$ cat src/rtl/unload_output_file.sv
// unload_output_file: streams a bit-addressed memory out as bytes.
// Bits 8k..8k+7 are read in order and packed LSB-first into byte k. Each
// byte is offered to a downstream transmitter with a one-cycle trigger, and
// the block waits for tx_done before fetching the next byte.
// Optional feature: define UNLOAD_CHECKSUM_EN to append one XOR checksum byte.
module unload_output_file #(
  parameter int NUM_BITS = 784,
  parameter int ADDR_W   = 10
) (
  input  logic              clk,
  input  logic              rst,
  input  logic              start,
  input  logic              q,
  input  logic              tx_done,
  output logic [ADDR_W-1:0] addr,
  output logic [7:0]        data,
  output logic              trigger,
  output logic              busy,
  output logic              done
);

  localparam int NUM_BYTES = NUM_BITS / 8;
  localparam int K_W       = $clog2(NUM_BYTES + 1);
  localparam logic [K_W-1:0] LAST_K = K_W'(NUM_BYTES - 1);
`ifdef UNLOAD_CHECKSUM_EN
  localparam logic [K_W-1:0] CSUM_K = K_W'(NUM_BYTES);
`endif

  typedef enum logic [2:0] {
    S_IDLE  = 3'd0,
    S_FETCH = 3'd1,
    S_SEND  = 3'd2,
    S_WAIT  = 3'd3,
    S_FIN   = 3'd4
  } state_t;

  state_t            state_r, state_s;
  logic [ADDR_W-1:0] addr_r, addr_s;
  logic [7:0]        data_r, data_s;
  logic [7:0]        sr_r, sr_s;       // incoming bits, newest at bit 7
  logic [2:0]        j_r, j_s;         // index of the bit being captured
  logic [K_W-1:0]    k_r, k_s;         // byte index
  logic              prime_r, prime_s; // first FETCH cycle: read issued, no data yet
  logic              trigger_r, trigger_s;
  logic              busy_r, busy_s;
  logic              done_r, done_s;
`ifdef UNLOAD_CHECKSUM_EN
  logic [7:0]        csum_r, csum_s;

  function automatic logic [7:0] csum_fold(input logic [7:0] acc, input logic [7:0] b);
    csum_fold = acc ^ b;
  endfunction
`endif

  // State register and datapath registers, asynchronously cleared by rst.
  always_ff @(posedge clk or posedge rst) begin
    if (rst) begin
      state_r   <= S_IDLE;
      addr_r    <= {ADDR_W{1'b0}};
      data_r    <= 8'h00;
      sr_r      <= 8'h00;
      j_r       <= 3'd0;
      k_r       <= {K_W{1'b0}};
      prime_r   <= 1'b0;
      trigger_r <= 1'b0;
      busy_r    <= 1'b0;
      done_r    <= 1'b0;
`ifdef UNLOAD_CHECKSUM_EN
      csum_r    <= 8'h00;
`endif
    end else begin
      state_r   <= state_s;
      addr_r    <= addr_s;
      data_r    <= data_s;
      sr_r      <= sr_s;
      j_r       <= j_s;
      k_r       <= k_s;
      prime_r   <= prime_s;
      trigger_r <= trigger_s;
      busy_r    <= busy_s;
      done_r    <= done_s;
`ifdef UNLOAD_CHECKSUM_EN
      csum_r    <= csum_s;
`endif
    end
  end

  // Next-state, address sequencing, bit packing and registered output values.
  always_comb begin
    state_s = state_r;
    addr_s  = addr_r;
    data_s  = data_r;
    sr_s    = sr_r;
    j_s     = j_r;
    k_s     = k_r;
    prime_s = prime_r;
`ifdef UNLOAD_CHECKSUM_EN
    csum_s  = csum_r;
`endif
    case (state_r)
      S_IDLE: begin
        addr_s = {ADDR_W{1'b0}};
        if (start) begin
          state_s = S_FETCH;
          j_s     = 3'd0;
          k_s     = {K_W{1'b0}};
          prime_s = 1'b1;
`ifdef UNLOAD_CHECKSUM_EN
          csum_s  = 8'h00;
`endif
        end else begin
          state_s = S_IDLE;
        end
      end
      S_FETCH: begin
        if (prime_r) begin
          prime_s = 1'b0;
          addr_s  = addr_r + ADDR_W'(1);
        end else begin
          // q belongs to the address driven one cycle earlier.
          sr_s = {q, sr_r[7:1]};
          j_s  = j_r + 3'd1;
          if (j_r == 3'd7) begin
            state_s = S_SEND;
            data_s  = {q, sr_r[7:1]};
`ifdef UNLOAD_CHECKSUM_EN
            csum_s  = csum_fold(csum_r, {q, sr_r[7:1]});
`endif
          end else if (j_r < 3'd6) begin
            addr_s = addr_r + ADDR_W'(1);
          end else begin
            // Last address of the byte stays put; it advances on tx_done.
            addr_s = addr_r;
          end
        end
      end
      S_SEND: begin
        state_s = S_WAIT;
      end
      S_WAIT: begin
        if (tx_done) begin
          k_s = k_r + K_W'(1);
`ifdef UNLOAD_CHECKSUM_EN
          if (k_r == CSUM_K) begin
            state_s = S_FIN;
            addr_s  = {ADDR_W{1'b0}};
          end else if (k_r == LAST_K) begin
            state_s = S_SEND;
            data_s  = csum_r;
            addr_s  = {ADDR_W{1'b0}};
          end else begin
            state_s = S_FETCH;
            prime_s = 1'b1;
            addr_s  = addr_r + ADDR_W'(1);
          end
`else
          if (k_r == LAST_K) begin
            state_s = S_FIN;
            addr_s  = {ADDR_W{1'b0}};
          end else begin
            state_s = S_FETCH;
            prime_s = 1'b1;
            addr_s  = addr_r + ADDR_W'(1);
          end
`endif
        end else begin
          state_s = S_WAIT;
        end
      end
      S_FIN: begin
        state_s = S_IDLE;
        addr_s  = {ADDR_W{1'b0}};
      end
      default: begin
        state_s = S_IDLE;
        addr_s  = {ADDR_W{1'b0}};
      end
    endcase
    trigger_s = (state_s == S_SEND);
    busy_s    = (state_s == S_FETCH) || (state_s == S_SEND) || (state_s == S_WAIT);
    done_s    = (state_s == S_FIN);
  end

  assign addr    = addr_r;
  assign data    = data_r;
  assign trigger = trigger_r;
  assign busy    = busy_r;
  assign done    = done_r;

endmodule

$ cat config.mk
export PLATFORM = sky130hd
export DESIGN_NAME = unload_output_file
export DESIGN_NICKNAME = d
export VERILOG_FILES = /design/src/rtl/unload_output_file.sv
export SDC_FILE = /design/constraint.sdc
export NUM_CORES = 1
export LEC_CHECK = 0
export BUFFER_PORTS_ARGS = -buffer_cell sky130_fd_sc_hd__buf_2
export CORE_MARGIN = 2
export CORE_UTILIZATION = 45
export CTS_CLUSTER_SIZE = 28
export DETAILED_ROUTE_END_ITERATION = 8
export PLACE_DENSITY_LB_ADDON = 0.1
export SLEW_MARGIN = 20
export SYNTH_ARGS = -nofsm -noshare
export SYNTH_HDL_FRONTEND = slang
export SYNTH_SLANG_ARGS = --single-unit
$ cat constraint.sdc
create_clock -name clk -period 3.2 [get_ports clk]
set_input_delay 0.48 -clock clk [delete_from_list [all_inputs] [get_ports clk]]
set_output_delay 0.48 -clock clk [all_outputs]
set_load 0.01 [all_outputs]
-- After elaboration in Yosys (flattened, before gate mapping)
Index checks and enable logic that the tools add are counted.
- memories: 0
- output and inout bits: 21
- register bits: 43
- input port bits: 5
- bits in writable memories: 0
- bits in latches: 0
- memory bits (read-only): 0
- eq/ne operators: 15
- $mul: 0
- mux-type cells: 22
- $add $sub $neg: 3
- reductions and logical operators: 12
- order comparisons: 1
- bitwise operators: 2
- shift-type cells: 0
- div/mod/pow operators: 0
- operators by type and width (operator ; count):
    $mux W10 ; 5
    $pmux W10 S3 ; 1
    $mux W3 ; 6
    $mux W7 ; 2
    $pmux W7 S2 ; 1
    $eq A3 B2 Y1 const B ; 4
    $pmux W3 S4 ; 1
    $add A10 B1 Y10 const B ; 1
    $reduce_and A3 Y1 ; 3
    $ne A2 B2 Y1 const B ; 4
    $reduce_and A4 Y1 ; 2
    $add A7 B1 Y7 const B ; 1
    $eq A7 B7 Y1 const B ; 1
    $eq A3 B1 Y1 const B ; 2
    $eq A3 B3 Y1 const B ; 2
    $ne A3 B3 Y1 const B ; 2
    $pmux W3 S2 ; 1
    $mux W1 ; 4
    $reduce_bool A2 Y1 ; 2
    $add A3 B1 Y3 const B ; 1
    $logic_not A3 Y1 ; 1
    $lt A3 B3 Y1 const B ; 1
    $pmux W1 S3 ; 1
    $reduce_bool A3 Y1 ; 1
    3 further kinds ; 5

-- Logic depth before layout (Yosys ltp)
Gate-level depths: netlist of run 1.
- word-level depth: 7
- depth in mapped cells: 8
- mapped depth without buffers: 6

-- Least setup slack after synthesis of run 1
OpenSTA, ideal clock, no wires.
- kind: register to register
- from: register j_r[0]
- to: register addr_r[7], in the netlist addr[7]
- path buffers: 1
- data arrival time: 1.723 ns
- library setup time: 0.078 ns
- period minus slack after synthesis: 1.800 ns
- path slack: 1.400 ns
- stages on the path, launching flop included: 8
- required time: 3.122 ns
- cells stage by stage: dfrtp_1 -> ha_1 -> ha_1 -> nand4bb_2 -> a21oi_2 -> buf_2 -> or4_1 -> a21oi_1
- longest elaborated chain between the ends: 3
- elaborated cells on any way between the ends: 5
- RTL lines (item ; RTL line ; text):
    from (decl) ; 41 ; logic [2:0] j_r, j_s;
    from (signal assigned) ; 76 ; j_r <= j_s;
    $lt A3 B3 Y1 or $eq A3 B3 Y1 (tied branches) ; 129, 123 ;
    $ne A3 B3 Y1 (no source line) ; n/a ;
    $reduce_and A4 Y1 (no source line) * ; n/a ;
    to (signal assigned) ; 59 ; addr_r <= {ADDR_W{1'b0}};
    to (signal assigned) ; 73 ; addr_r <= addr_s;
    to (decl) ; 38 ; logic [ADDR_W-1:0] addr_r, addr_s;
Every way passes the cells marked *; elsewhere a longest branch is shown, timed or not.
A chain may end at the register's enable or synchronous reset.

-- Final worst setup path of run 1
- from: register state_r[2]
- to: register addr_r[3], in the netlist addr[3]
- longest elaborated chain between the ends: 3
- elaborated cells on any way between the ends: 9
- RTL lines (item ; RTL line ; text):
    from (decl) ; 37 ; state_t state_r, state_s;
    from (signal assigned) ; 72 ; state_r <= state_s;
    $eq A3 B1 Y1 or $eq A3 B2 Y1 (tied branches) ; 100 ; case (state_r)
    $ne A3 B3 Y1 (no source line), or another cell as far along ; n/a ;
    $reduce_and A4 Y1 (no source line) ; n/a ;
Parallel ways exist; a longest one is shown, timed or not.

==> results.json, run 1 <==
{
  "grt_usage_pct": 16.5,
  "post_synth_num_cell_types": 42,
  "grt_pass1_vias": 1505,
  "post_cts.repair.setup_buffers": 0,
  "drive_gt1_share_pct": 26.8,
  "grt_max_degree": 43,
  "async_reset_ff_share_pct": 100,
  "synthesis.nets": 203,
  "hp-class": "input port to async pin",
  "synth_cells": 193,
  "num_vias": 1519,
  "worst-setup-path-type": "register to register",
  "setup_viol": 0,
  "start_util_pct": 46.8,
  "end_kind": "register",
  "nFillCells": 406,
  "area_growth_pct": 12.8,
  "clock.fmax_mhz": 463,
  "powerDensity_nw_per_um2": 933,
  "ys_seq_area_share_pct": 51.2,
  "syn_area_per_cell_um2": 10.6,
  "routed_wl_mm": 3.86,
  "row_count": 24,
  "p_leak_nw": 1.06,
  "cts_max_path_buffers": 2,
  "die_width_um": 71.5,
  "grt_setup_unrepaired": "no",
  "clock_skew_ps": 5.89,
  "cts_tree": "built",
  "post_cts_resized": 0,
  "coreArea_um2": 4380,
  "hold_viol": 0,
  "diodes": 0,
  "clock_latency_ps": 290,
  "cp_max_fo": 14,
  "h-tree-depth": 2,
  "cts_root_buf": "clkbuf_8",
  "ff_latch_area_um2": 1050,
  "grt_pass1_wl_mm": 6.64,
  "final_cell_mix": "dfrtp_1, nand2_1, buf_2",
  "required_ps": 3360,
  "yosys_register_bits": 42,
  "clock_sinks": 42,
  "relSlewSlack_pct": 45.5,
  "ys.flop_type": "dfrtp_1",
  "clkTransAtPathRegs_ps": 80,
  "cts_buffers": 5,
  "ios": 26,
  "maxSlewViolCount": 0,
  "start_kind": "register",
  "outcome": "completed",
  "ys_warn_count": 0,
  "place_congestion": 0.839,
  "drtPass1Iterations": 4,
  "wire_per_inst_um": 14.2,
  "fin_nets": 229,
  "hold_buffers": 0,
  "syn_area_um2": 2050,
  "routed_via_density": 5.58,
  "worst_pin_slew_ps": 811,
  "cap_viol_max_count": 0,
  "dieArea_um2": 5120,
  "die_h_um": 71.5,
  "grt-ovfl-total": 0,
  "drtIter0Drc": 123,
  "crit_arrival_ps": 2320,
  "multi_input_area_um2": 923,
  "ant_nets": 0,
  "final_util_pct": 52.8,
  "synth_enable_flop_cells": 0,
  "layout_commonest_cell": "dfrtp_1",
  "dp_hpwl_mm": 2.68,
  "irDropWorstVdd_uv": 363,
  "setup_tns_ps": 0,
  "drc_errors": 0,
  "final.min_clock_period_ps": 2160,
  "portBuffers": 25,
  "fin_crit_sh_pct": 67.5,
  "antenna_found_initial": 0
}
worst paths after layout:
path,start,end,slack [ps],depth (start not counted)
max in group asynchronous,rst,k_r[3]$_DFFE_PP0P_,2540,3
worst min-delay path,rst,addr[9]$_DFFE_PP0P_,300,3
min in group clk,q,sr_r[7]$_DFFE_PP0P_,410,3
worst min register to register,sr_r[1]$_DFFE_PP0P_,sr_r[1]$_DFFE_PP0P_,490,2
worst max-delay path,state_r[2]$_DFF_PP0_,addr[3]$_DFFE_PP0P_,1040,4
worst max register to register,state_r[2]$_DFF_PP0_,addr[3]$_DFFE_PP0P_,1040,4
report_power, final:
group          switching (mW)  internal [mW]  total, mW
Combinational           0.481          0.351      0.832
Clock                   0.178          0.230      0.408
Sequential              0.187          0.734      0.920
Total                   0.846           1.31       2.16
logic make-up (layout without fill, tap and decap cells):
| logic type | after synthesis | in the layout | share of synthesized area (%) |
|---|---|---|---|
| buffers and inverters | 15 | 42 | 3.78 |
| xor gates and xnor gates | 5 | 5 | 2.13 |
| and+or+nand+nor | 77 | 77 | 20.1 |
| AOI/OAI and AO/OA | 41 | 41 | 15.4 |
| DFF | 42 | 42 | 51.2 |
| adders and majority gates | 5 | 5 | 3.05 |
| muxes | 8 | 8 | 4.39 |
sequential cells by signal, summed over array words and instances (netlist names):
name	count
busy	1
done	1
sr_r	7
addr	10
data	8
prime_r	1
k_r	7
trigger	1
j_r	3
state_r	3
final cells by class:
| class | instances | area share [%] |
|---|---|---|
| clock inverters | 3 | 1.73 |
| well taps | 52 | 2.81 |
| multi-input cells | 136 | 39.9 |
| clock buffers | 5 | 2.97 |
| repair buffers | 27 | 6.05 |
| flip-flops and latches | 42 | 45.4 |
| inverters | 7 | 1.14 |
critical path, stage by stage (launching register included):
cell and delay [ps]:
dfrtp_1 540, or4b_1 810, nor2_2 440, or4_1 180, a21oi_1 70
synthesized netlist by cell type, types with 2 or more instances:
cell | n | share of area, %
nor3_1 | 2 | 0.49
buf_6 | 2 | 1.1
a21oi_1 | 9 | 2.2
nor2b_1 | 4 | 1.2
o31ai_1 | 8 | 2.9
inv_1 | 7 | 1.3
a2111oi_2 | 4 | 2.9
mux2_2 | 8 | 4.4
xnor2_1 | 5 | 2.1
nand3_1 | 5 | 1.2
or4_1 | 7 | 2.6
nand2_1 | 35 | 6.4
ha_1 | 5 | 3.0
dfrtp_1 | 42 | 51
o21ai_0 | 7 | 1.7
o21a_1 | 2 | 0.73
buf_2 | 5 | 1.2
or4b_1 | 2 | 0.98
o22a_1 | 2 | 0.85
nor2_1 | 7 | 1.3
nand2b_1 | 2 | 0.61
nand4_1 | 3 | 0.91
stage by stage:
stage | instances | cell area [um^2] | total power, mW | hold slack, ps | setup WS, ps
2_1_floorplan | 193 | 2050 | 1.56 | 442 | 1400
3_3_place_gp | 264 | 2210 | 1.74 | 466 | 1140
3_5_place_dp | 264 | 2210 | 1.77 | 481 | 1060
4_1_cts | 272 | 2310 | 2.19 | 323 | 1050
5_1_grt | 272 | 2310 | 2.35 | 345 | 911
6_report | 272 | 2310 | 2.16 | 304 | 1040
metal layers:
layer / global-route usage (%) / wire (um) / part of all wire [%] / vias to the layer above
met5: 0 / 0 / 0 / -
met4: 7.76 / 54 / 1.4 / 0
met3: 3.52 / 126 / 3.3 / 6
met2: 27.0 / 1890 / 49 / 28
met1: 20.9 / 1790 / 46 / 736
li1: - / - / - / 749
No activity file was read; power rests on OpenSTA's default activity.
==> run 2, diff against run 1 <==
==> constraint.sdc (replaced) <==
create_clock -name clk -period 1.85 [get_ports clk]
set_input_delay 0.2775 -clock clk [delete_from_list [all_inputs] [get_ports clk]]
set_output_delay 0.2775 -clock clk [all_outputs]
set_load 0.01 [all_outputs]
==> results.json, run 2 (synthesis results as in run 1) <==
{
  "die_width_um": 71.5,
  "grt_pass1_wl_mm": 6.99,
  "cts_max_path_buffers": 2,
  "cpPeakStageDelay_ps": 630,
  "start_util_pct": 46.8,
  "maxSlewViolCount": 0,
  "fin_crit_sh_pct": 97.3,
  "setup_tns_ps": 0,
  "powerDensity_nw_per_um2": 1670,
  "cp_max_fo": 7,
  "cp.depth": 4,
  "crit_arrival_ps": 2010,
  "worst-setup-path-type": "register to register",
  "final.min_clock_period_ps": 1800,
  "hold_viol": 0,
  "end_kind": "register",
  "fin_nets": 245,
  "final_cell_mix": "dfrtp_1, nand2_1, buf_2",
  "area_growth_pct": 22.3,
  "antenna_found_initial": 0,
  "clock.fmax_mhz": 556,
  "num_vias": 1582,
  "layout_commonest_cell": "dfrtp_1",
  "setup_viol": 0,
  "required_ps": 2060,
  "clock_latency_ps": 290,
  "die_h_um": 71.5,
  "relSlewSlack_pct": 66.1,
  "grt_pass1_vias": 1518,
  "clock_sinks": 42,
  "grt_usage_pct": 17.2,
  "routed_wl_mm": 4.02,
  "clkTransAtPathRegs_ps": 80,
  "grt_setup_unrepaired": "yes",
  "h-tree-depth": 2,
  "irDropWorstVdd_uv": 658,
  "cts_buffers": 5,
  "ios": 26,
  "worstRegToRegCells": 4,
  "place_congestion": 0.880,
  "crit_buf_inv": 0,
  "crit_start": "state_r[1]$_DFF_PP0_",
  "routed_via_density": 5.49,
  "nFillCells": 383,
  "crit_path_top_delay_cell": "or4b_1",
  "drtIter0Drc": 113,
  "diodes": 0,
  "cts_tree": "built",
  "cpLargestDelayFamily": "simple AND/OR/NAND/NOR gates",
  "cap_viol_max_count": 0,
  "dp_hpwl_mm": 2.79,
  "cts_root_buf": "clkbuf_8",
  "hp-class": "input port to async pin",
  "fin_hold_ws_ps": 98.0,
  "p_leak_nw": 1.15,
  "coreArea_um2": 4380,
  "row_count": 24,
  "drc_errors": 0,
  "start_kind": "register",
  "grt_max_degree": 43,
  "outcome": "completed",
  "crit_end": "addr[7]$_DFFE_PP0P_",
  "portBuffers": 25,
  "r2r_end": "addr[7]$_DFFE_PP0P_",
  "grt-ovfl-total": 0,
  "drtPass1Iterations": 4,
  "ant_nets": 0,
  "dieArea_um2": 5120,
  "r2r-start": "state_r[1]$_DFF_PP0_",
  "worst_pin_slew_ps": 509,
  "wire_per_inst_um": 14.0,
  "largest_reg_flops": 10,
  "drive_gt1_share_pct": 34.3,
  "worstPathCellList": "or4b_1, o211ai_2, o31ai_1, a21oi_1",
  "r2r_slack_ps": 50,
  "clock_skew_ps": 6.78
}
==> run 2: tightest hold or removal path: stages <==
cell	delay [ps]
buf_2	90
inv_1	40
buf_4	430
==> run 2: report_power, final <==
| group | internal [mW] | switching (mW) | leakage (nW) |
|---|---|---|---|
| sequential | 1.27 | 0.300 | 0.541 |
| combinational | 0.801 | 0.927 | 0.540 |
| clock | 0.575 | 0.306 | 0.0714 |
==> run 2: cell type report <==
class	instances	area [um^2]	area share, %
flip-flops and latches	42	1050	41.9
inverters	7	26.3	1.05
clock buffers	6	82.6	3.29
multi-input cells	137	970	38.7
repair buffers	42	253	10.1
clock inverters	2	60.1	2.39
well taps	52	65.1	2.59
==> run 2: stage by stage <==
step / cells / setup WS, ps / instance area, um^2 / power (mW) / util, %
5_1_grt: 288 / -38.5 / 2510 / 4.51 / 57.2
3_5_place_dp: 278 / -189 / 2310 / 3.24 / 52.7
4_1_cts: 286 / 1.95 / 2460 / 4.15 / 56.2
6_report: 288 / 50.7 / 2510 / 4.18 / 57.2
3_3_place_gp: 278 / -45.4 / 2310 / 3.16 / 52.7
2_1_floorplan: 193 / 49.6 / 2050 / 2.70 / -
==> run 2: repair_timing <==
item / CTS / global route
gates resized for setup: 2 / 6
setup endpoints to repair: 11 / 9
pin swaps: 0 / 1
hold buffers: 0 / 0
setup buffers: 0 / 1
cloned: 0 / 1
==> run 2: worst min-delay path by stage <==
stage                     slack [ps]  from                   to  depth (start not counted)
after floorplan                  380     q  sr_r[7]$_DFFE_PP0P_                          2
after global placement           430   rst  addr[8]$_DFFE_PP0P_                          3
after detailed placement         440   rst  addr[9]$_DFFE_PP0P_                          3
after CTS                        120   rst  data[0]$_DFFE_PP0P_                          3
after global routing             130   rst  sr_r[2]$_DFFE_PP0P_                          3
final                            100   rst  sr_r[2]$_DFFE_PP0P_                          3
==> run 2: routing by layer <==
metal / wire length (um) / part of all wire, % / vias to the layer above / GRT usage [%]
li1: - / - / 794 / -
met3: 134 / 3.3 / 5 / 4.92
met2: 2000 / 50 / 23 / 27.4
met1: 1860 / 46 / 760 / 22.7
met4: 33 / 0.82 / 0 / 6.08
met5: 0 / 0 / - / 0
